**src/rtl/tile_board.sv**
```systemverilog
// ============================================================================
// Module  : tile_board
// Brief   : Tile Flip game board. Latches a 16-tile layout, reveals player
//           selections in pairs, detects matches, hides mismatches after a
//           hold time and flags a win. Optional move limit with a LOST state
//           is enabled by defining TILE_BOARD_MOVE_LIMIT_EN.
// Revision: 1.0 - initial release
// ============================================================================
`default_nettype none

module tile_board #(
    parameter int HOLD_CYCLES = 50_000_000,
    parameter int MOVE_W      = 8,
    parameter int MAX_MOVES   = 20
) (
    input  logic              clk,
    input  logic              reset,
    input  logic              load,
    input  logic [47:0]       tile_setup,
    input  logic              sel_valid,
    input  logic [3:0]        sel_idx,
    output logic              sel_ready,
    output logic [15:0]       face_up,
    output logic [15:0]       matched,
    output logic [47:0]       board,
    output logic              match_pulse,
    output logic              mismatch_pulse,
    output logic              sel_err,
    output logic [MOVE_W-1:0] moves,
    output logic              game_won,
    output logic              game_lost
);

    localparam int c_HOLD_W = (HOLD_CYCLES > 1) ? $clog2(HOLD_CYCLES) : 1;

    typedef enum logic [2:0] {
        S_IDLE        = 3'd0,
        S_WAIT_FIRST  = 3'd1,
        S_WAIT_SECOND = 3'd2,
        S_SHOW        = 3'd3,
        S_WON         = 3'd4,
        S_LOST        = 3'd5
    } state_t;

    state_t              r_state;
    logic [47:0]         r_board;
    logic [15:0]         r_face_up;
    logic [15:0]         r_matched;
    logic [MOVE_W-1:0]   r_moves;
    logic [3:0]          r_pairs;
    logic [c_HOLD_W-1:0] r_hold;
    logic [3:0]          r_first_idx;
    logic [3:0]          r_second_idx;
    logic                r_sel_ready;
    logic                r_match_pulse;
    logic                r_mismatch_pulse;
    logic                r_sel_err;
    logic                r_game_won;
    logic                r_game_lost;

    logic [5:0]          w_sel_base;
    logic [5:0]          w_first_base;
    logic [2:0]          w_sel_sym;
    logic [2:0]          w_first_sym;
    logic [15:0]         w_sel_bit;
    logic [15:0]         w_first_bit;
    logic [15:0]         w_second_bit;
    logic                w_sel_free;
    logic [MOVE_W-1:0]   w_moves_next;
    logic                w_limit_hit;

    assign w_sel_base   = {2'b00, sel_idx} * 6'd3;
    assign w_first_base = {2'b00, r_first_idx} * 6'd3;
    assign w_sel_sym    = r_board[w_sel_base +: 3];
    assign w_first_sym  = r_board[w_first_base +: 3];
    assign w_sel_bit    = 16'b1 << sel_idx;
    assign w_first_bit  = 16'b1 << r_first_idx;
    assign w_second_bit = 16'b1 << r_second_idx;
    // Matched tiles stay face-up, so one bit covers "revealed or matched".
    assign w_sel_free   = ~r_face_up[sel_idx];
    assign w_moves_next = (r_moves == {MOVE_W{1'b1}}) ? r_moves : r_moves + 1'b1;

`ifdef TILE_BOARD_MOVE_LIMIT_EN
    assign w_limit_hit = (r_moves == MOVE_W'(MAX_MOVES));
`else
    assign w_limit_hit = 1'b0;
`endif

    always_ff @(posedge clk) begin
        if (reset) begin
            r_state          <= S_IDLE;
            r_board          <= '0;
            r_face_up        <= '0;
            r_matched        <= '0;
            r_moves          <= '0;
            r_pairs          <= '0;
            r_hold           <= '0;
            r_first_idx      <= '0;
            r_second_idx     <= '0;
            r_sel_ready      <= 1'b0;
            r_match_pulse    <= 1'b0;
            r_mismatch_pulse <= 1'b0;
            r_sel_err        <= 1'b0;
            r_game_won       <= 1'b0;
            r_game_lost      <= 1'b0;
        end else begin
            r_match_pulse    <= 1'b0;
            r_mismatch_pulse <= 1'b0;
            r_sel_err        <= 1'b0;
            if (load) begin
                r_board     <= tile_setup;
                r_face_up   <= '0;
                r_matched   <= '0;
                r_moves     <= '0;
                r_pairs     <= '0;
                r_hold      <= '0;
                r_state     <= S_WAIT_FIRST;
                r_sel_ready <= 1'b1;
                r_game_won  <= 1'b0;
                r_game_lost <= 1'b0;
            end else begin
                case (r_state)
                    S_WAIT_FIRST: begin
                        if (sel_valid) begin
                            if (!w_sel_free) begin
                                r_sel_err <= 1'b1;
                            end else begin
                                r_face_up   <= r_face_up | w_sel_bit;
                                r_first_idx <= sel_idx;
                                r_state     <= S_WAIT_SECOND;
                            end
                        end
                    end
                    S_WAIT_SECOND: begin
                        if (sel_valid) begin
                            if (!w_sel_free) begin
                                r_sel_err <= 1'b1;
                            end else begin
                                r_face_up    <= r_face_up | w_sel_bit;
                                r_second_idx <= sel_idx;
                                r_moves      <= w_moves_next;
                                if (w_sel_sym == w_first_sym) begin
                                    r_matched     <= r_matched | w_sel_bit | w_first_bit;
                                    r_match_pulse <= 1'b1;
                                    r_pairs       <= r_pairs + 4'd1;
                                    if (r_pairs == 4'd7) begin
                                        r_state     <= S_WON;
                                        r_sel_ready <= 1'b0;
                                        r_game_won  <= 1'b1;
                                    end else begin
                                        r_state <= S_WAIT_FIRST;
                                    end
                                end else begin
                                    r_mismatch_pulse <= 1'b1;
                                    r_hold           <= c_HOLD_W'(HOLD_CYCLES - 1);
                                    r_state          <= S_SHOW;
                                    r_sel_ready      <= 1'b0;
                                end
                            end
                        end
                    end
                    S_SHOW: begin
                        if (r_hold == '0) begin
                            // A limit-ending mismatch keeps the pair face-up.
                            if (w_limit_hit) begin
                                r_state     <= S_LOST;
                                r_game_lost <= 1'b1;
                            end else begin
                                r_face_up   <= r_face_up & ~(w_first_bit | w_second_bit);
                                r_state     <= S_WAIT_FIRST;
                                r_sel_ready <= 1'b1;
                            end
                        end else begin
                            r_hold <= r_hold - 1'b1;
                        end
                    end
                    default: ;
                endcase
            end
        end
    end

    assign sel_ready      = r_sel_ready;
    assign face_up        = r_face_up;
    assign matched        = r_matched;
    assign board          = r_board;
    assign match_pulse    = r_match_pulse;
    assign mismatch_pulse = r_mismatch_pulse;
    assign sel_err        = r_sel_err;
    assign moves          = r_moves;
    assign game_won       = r_game_won;
    assign game_lost      = r_game_lost;

endmodule

`default_nettype wire

```
**config.mk**
```make
export PLATFORM = sky130hd
export DESIGN_NAME = tile_board
export DESIGN_NICKNAME = d
export VERILOG_FILES = /design/src/rtl/tile_board.sv
export SDC_FILE = /design/constraint.sdc
export NUM_CORES = 1
export LEC_CHECK = 0
export CORE_ASPECT_RATIO = 0.9
export CORE_MARGIN = 2
export CORE_UTILIZATION = 45
export DETAILED_ROUTE_END_ITERATION = 16
export GPL_ROUTABILITY_DRIVEN = 0
export PLACE_DENSITY = 0.72
export SYNTH_ARGS = -nofsm -noshare
export SYNTH_HDL_FRONTEND = slang
export SYNTH_SLANG_ARGS = --single-unit
```
**constraint.sdc**
```tcl
create_clock -name clk -period 2.7 [get_ports clk]
set_input_delay 0.54 -clock clk [delete_from_list [all_inputs] [get_ports clk]]
set_output_delay 0.54 -clock clk [all_outputs]
set_load 0.01 [all_outputs]
```
Word-level counts from Yosys, hierarchy flattened --
Cells that the tools add are included.
Word-level totals: output and inout port bits 94, logic and storage cells 109, bits of input ports 56, bits in registers 134
Cells by class: reductions and logical operators 20, multipliers 2, muxes and demuxes 30, order comparisons 1, equality and inequality tests 21, bitwise logic cells 12, shift operators 5, add/subtract/negate cells 3
Operator list (number):
- 2-to-1 mux 26 bit | 4
- variable part select 48 x 7 -> 3 bit | 2
- bitwise OR 16 bit | 4
- case mux 26 bit (2 select lines) | 1
- 2-to-1 mux 16 bit | 3
- << shifter 1 x 4 -> 16 bit (first input constant) | 3
- case mux 16 bit (2 select lines) | 1
- logical NOT 26 bit | 1
- subtractor 26 x 1 -> 26 bit (second input constant) | 1
- 2-to-1 mux 3 bit | 7
- AND reduction 4 bit | 5
- AND 16 bit | 1
- != test 2 bit (second input constant) | 8
- inverter 16 bit | 1
- != test 3 bit (second input constant) | 5
- AND reduction 5 bit | 3
- multiplier 4 x 2 -> 6 bit (second input constant) | 2
- AND reduction 6 bit | 2
- 2-to-1 mux 1 bit | 11
- case mux 3 bit (3 select lines) | 1
- adder 8 x 1 -> 8 bit (second input constant) | 1
- == test 8 bit (second input constant) | 1
- == test 3 x 2 -> 1 bit (second input constant) | 2
- inverter 1 bit | 6
- 15 further kinds | 18

Logic depth before layout (Yosys ltp) --
depth after elaboration 8, gate-level depth with buffers 11, mapped depth without buffers 8

Least setup slack after synthesis --
Ideal clock, no wire load.
path kind input to register, start input sel_idx[0], end register r_hold[2], data required time 2.581 ns, library setup time 0.119 ns, buffers on the path 2, cell stages on the path 9, arrival time 2.488 ns, path slack 0.093 ns, path through buf_6 mux4_1 a22oi_1 nand2_2 xnor2_4 nand3_4 o221a_4 buf_6 o221a_1
On the way: longest elaborated chain between the ends 5, elaborated cells on any way between the ends 8, those cells by class mul: 1; eq/ne: 3; shift: 1; mux: 2; reduce/logical: 1
Ends and longest elaborated chain:
- start, declared | RTL line 21 | input logic [3:0] sel_idx,
- multiplier 4 x 2 -> 6 bit | RTL line 72 | assign w_sel_base = {2'b00, sel_idx} * 6'd3;
- variable part select 48 x 7 -> 3 bit | RTL line 74 | assign w_sel_sym = r_board[w_sel_base +: 3];
- == test 3 bit | RTL line 142 | if (w_sel_sym == w_first_sym) begin
- != test 2 bit (no line)
- AND reduction 5 bit (no line) *
- end signal, assigned | RTL line 155 | r_hold <= c_HOLD_W'(HOLD_CYCLES - 1);
- end signal, assigned | RTL line 174 | r_hold <= r_hold - 1'b1;
- end, declared | RTL line 51 | logic [c_HOLD_W-1:0] r_hold;
Mark *: on every way between the ends. The rest lies on a longest branch, timed or not. The select of a mux whose other input is x is not followed. A chain may end at the register's enable or synchronous reset.

Final worst setup path --
start input sel_idx[0], end register r_hold[22]
The elaborated chain is that of the path after synthesis.

==> reports/metrics.yaml <==
path_buf_inv: 2
irDropWorstVdd_mv: 0.419
postSynthCellCount: 723
slew_viol_final: 0
hpwl_um: 14300
grt_overflow: 0
drc: 0
cp-start-kind: "primary input"
die_h_um: 121
arrival_ns: 2.94
viasPerCell: 5.86
syn-cell-area_sq_mm: 0.00679
htreeDepth: 4
nets: 951
max_freq_mhz: 378
path_delay_family: "compound AO/OA/AOI/OAI gates"
setup_violations: 0
grt_pass1_wl_um: 32300
use_met2_pct: 42.1
cp.depth: 9
fill_cells: 1170
wirelength_um: 20600
cp.required_ns: 3.00
cts_buffers: 17
firstDrtPassIters: 9
hold_viol: 0
synth_flop_cell: "dfxtp_1"
core_sq_mm: 0.0147
slew_headroom_pct: 48.2
path_class: "in -> reg"
detail_route.iter0.violations: 802
grt_max_degree: 59
ant_nets: 0
numClockSinks: 134
antenna_cells: 0
cellPowerDensity_mw_per_mm2: 549
clk-insertion-delay-late_ns: 0.42
critPathCaptureType: "flop"
p_switching_uw: 1270
cp_max_fo: 8
fin_util_pct: 64.2
combPwrFrac_pct: 14.7
maxCapViolCount: 0
skew_ns: 0.00975
synth_nets: 783
grt_use_total_pct: 25.4
synth_area_per_cell_sq_um: 9.40
clockPowerShare_pct: 44.7
cpMaxStageDelayCell: "mux4_2"
clockBufferDepth: 2
ys_warn_count: 0
syn_to_final_growth_pct: 39.0
p_int_uw: 3910
worstMarginPinSlew_ns: 0.776
r2r_cells: 8
hold_depth: 2
vias: 6444
crit_chain: "clkdlybuf4s15_2 > bufbuf_16 > mux4_2 > a22oi_1 > nand2_1 > xnor2_2 > nand3_4 > o221a_2 > o2111a_1"
grt_pass1_vias: 6349
pwr-share-seq_pct: 40.7
use_met3_pct: 5.70
antenna_found_initial: 0
die_area_sq_mm: 0.0161
busiest_layer: "met2"
cts_hold_buffers: 0
p_leak_uw: 0.00348
holdWs_ns: 0.474
seq_area_frac_synth_pct: 39.5
cts_root_buf: "clkbuf_16"
io_pins: 150
initial_utilization_pct: 46.2
min_path_type: "reg -> reg"
layout-drive-gt1-share_pct: 16.2
fin_crit_sh_pct: 97.9
rsz0062_at_grt: "true"
async_flop_share_pct: 0
portBuffers: 148
clk_pin_slew_ns: 0.05
rows: 42
synth_seq_cells: 134
synth_edf_count: 0
synthDistinctLibCells: 67
status: "completed"
cts_tree: "built"
wl_per_cell_um: 18.7
die_w_um: 134
max_stage_delay_ns: 0.50
netSwitchingFraction_pct: 24.6
gr-usage-met1_pct: 32.5
period_needed_ns: 2.64
[cells in the mapped netlist (5+ instances only)]
cell type	count	area share [%]
a21oi_1	44	3.2
a22oi_1	12	1.3
a311oi_2	5	1.1
a31oi_1	11	1.0
buf_1	6	0.33
buf_2	8	0.59
clkbuf_1	31	1.7
dfxtp_1	134	39
inv_1	5	0.28
mux2i_1	57	8.4
mux4_2	24	8.0
nand2_1	57	3.1
nand2b_1	12	1.1
nand3_1	15	1.1
nor2_1	120	6.6
nor2b_1	10	0.92
nor3_1	11	0.81
nor4_1	6	0.55
o21ai_0	24	1.8
o221a_1	10	1.7
o22ai_1	10	0.92
o31ai_1	8	0.88
or2_2	5	0.46
xnor2_1	10	1.3
xor2_1	9	1.2
[cell families after synthesis]
logic type      Yosys count  share of synthesized area [%]
other cells               1                         0.0552
compound gates          151                           15.8
xor+xnor                 22                           3.33
mux                      87                           18.3
buf+inv                  56                           3.79
fa+ha+maj                 4                          0.737
flops                   134                           39.5
simple gates            268                           18.5
[layout make-up]
cell class,instances,area [sq um],area share (%)
Sequential cell,134,2680,28.4
Multi-Input combinational cell,535,3970,42.0
Clock inverter,10,130,1.38
Tap cell,198,248,2.62
Clock buffer,20,457,4.84
Timing Repair Buffer,198,1940,20.5
Inverter,5,18.8,0.199
[state kept, by name, indices dropped and copies added, names as in the netlist, 3 cells and up]
signal / cells
r_pairs: 4
r_first_idx: 4
face_up: 16
r_state: 3
matched: 16
board: 48
r_hold: 26
r_second_idx: 4
moves: 8
[placed cells by master (no fill, tap or decap), types with 6 or more instances in the layout]
master           count
a21oi_1             44
a22oi_1              6
a22oi_2              6
a31oi_1             11
buf_4               43
clkbuf_16           17
clkdlybuf4s50_1    144
dfxtp_1            134
mux2i_1             57
mux4_2              25
nand2_1             56
nand2b_1            12
nand3_1             14
nor2_1             120
nor2b_1             10
nor3_1              11
o21ai_0             23
o221a_1             10
o22ai_1             10
o31ai_1              8
xnor2_1             10
xor2_1               9
[worst register-to-register path, stage by stage, from the launching register on]
cell      delay, ns
dfxtp_1        0.39
buf_12         0.17
mux4_2         0.51
a22oi_1        0.26
nand3_1        0.16
xnor2_2        0.23
nand3_4        0.16
o221a_2        0.38
o2111a_1       0.26
[path summary, 6_finish.rpt]
check	to	slack [ns]	from
hold / removal	matched[1]	0.47	matched[1]
setup reg to reg	r_hold[22]	0.07	r_first_idx[0]
setup / recovery	r_hold[22]	0.06	sel_idx[0]
hold reg to reg	matched[1]	0.47	matched[1]
[stage by stage]
stage	area, sq um	power [uW]	setup TNS, ns	instances	setup WS [ns]
finish	9450	5180	0	1100	0.0558
detailed placement	8690	2850	-43.54	1065	-0.662
global placement	8690	2840	-37.56	1065	-0.578
floorplan	6790	2530	0	723	0.0932
global route	9450	5360	-0.0410	1100	-0.0135
CTS	9370	5180	0	1099	0.0601
[timing repair]
item,CTS,global route
setup buffers,2,0
pin swaps,3,4
cloned,2,1
endpoints found under the setup margin,69,30
gates resized for setup,10,12
[metal layers]
layer / part of all wire, % / vias up
met3: 6.3 / 43
met1: 42 / 3108
met2: 50 / 307
met5: 0 / -
met4: 2.0 / 0
li1: - / 2986
[power by group through the flow]
stage | sequential (uW) | combinational, uW | clock, uW
6_report | 2110 | 761 | 2320
5_1_grt | 2110 | 811 | 2440
4_1_cts | 2100 | 735 | 2340
3_5_place_dp | 2140 | 710 | 0
3_3_place_gp | 2140 | 692 | 0
2_1_floorplan | 2130 | 393 | 0
Power figures use the tool's default switching activity.
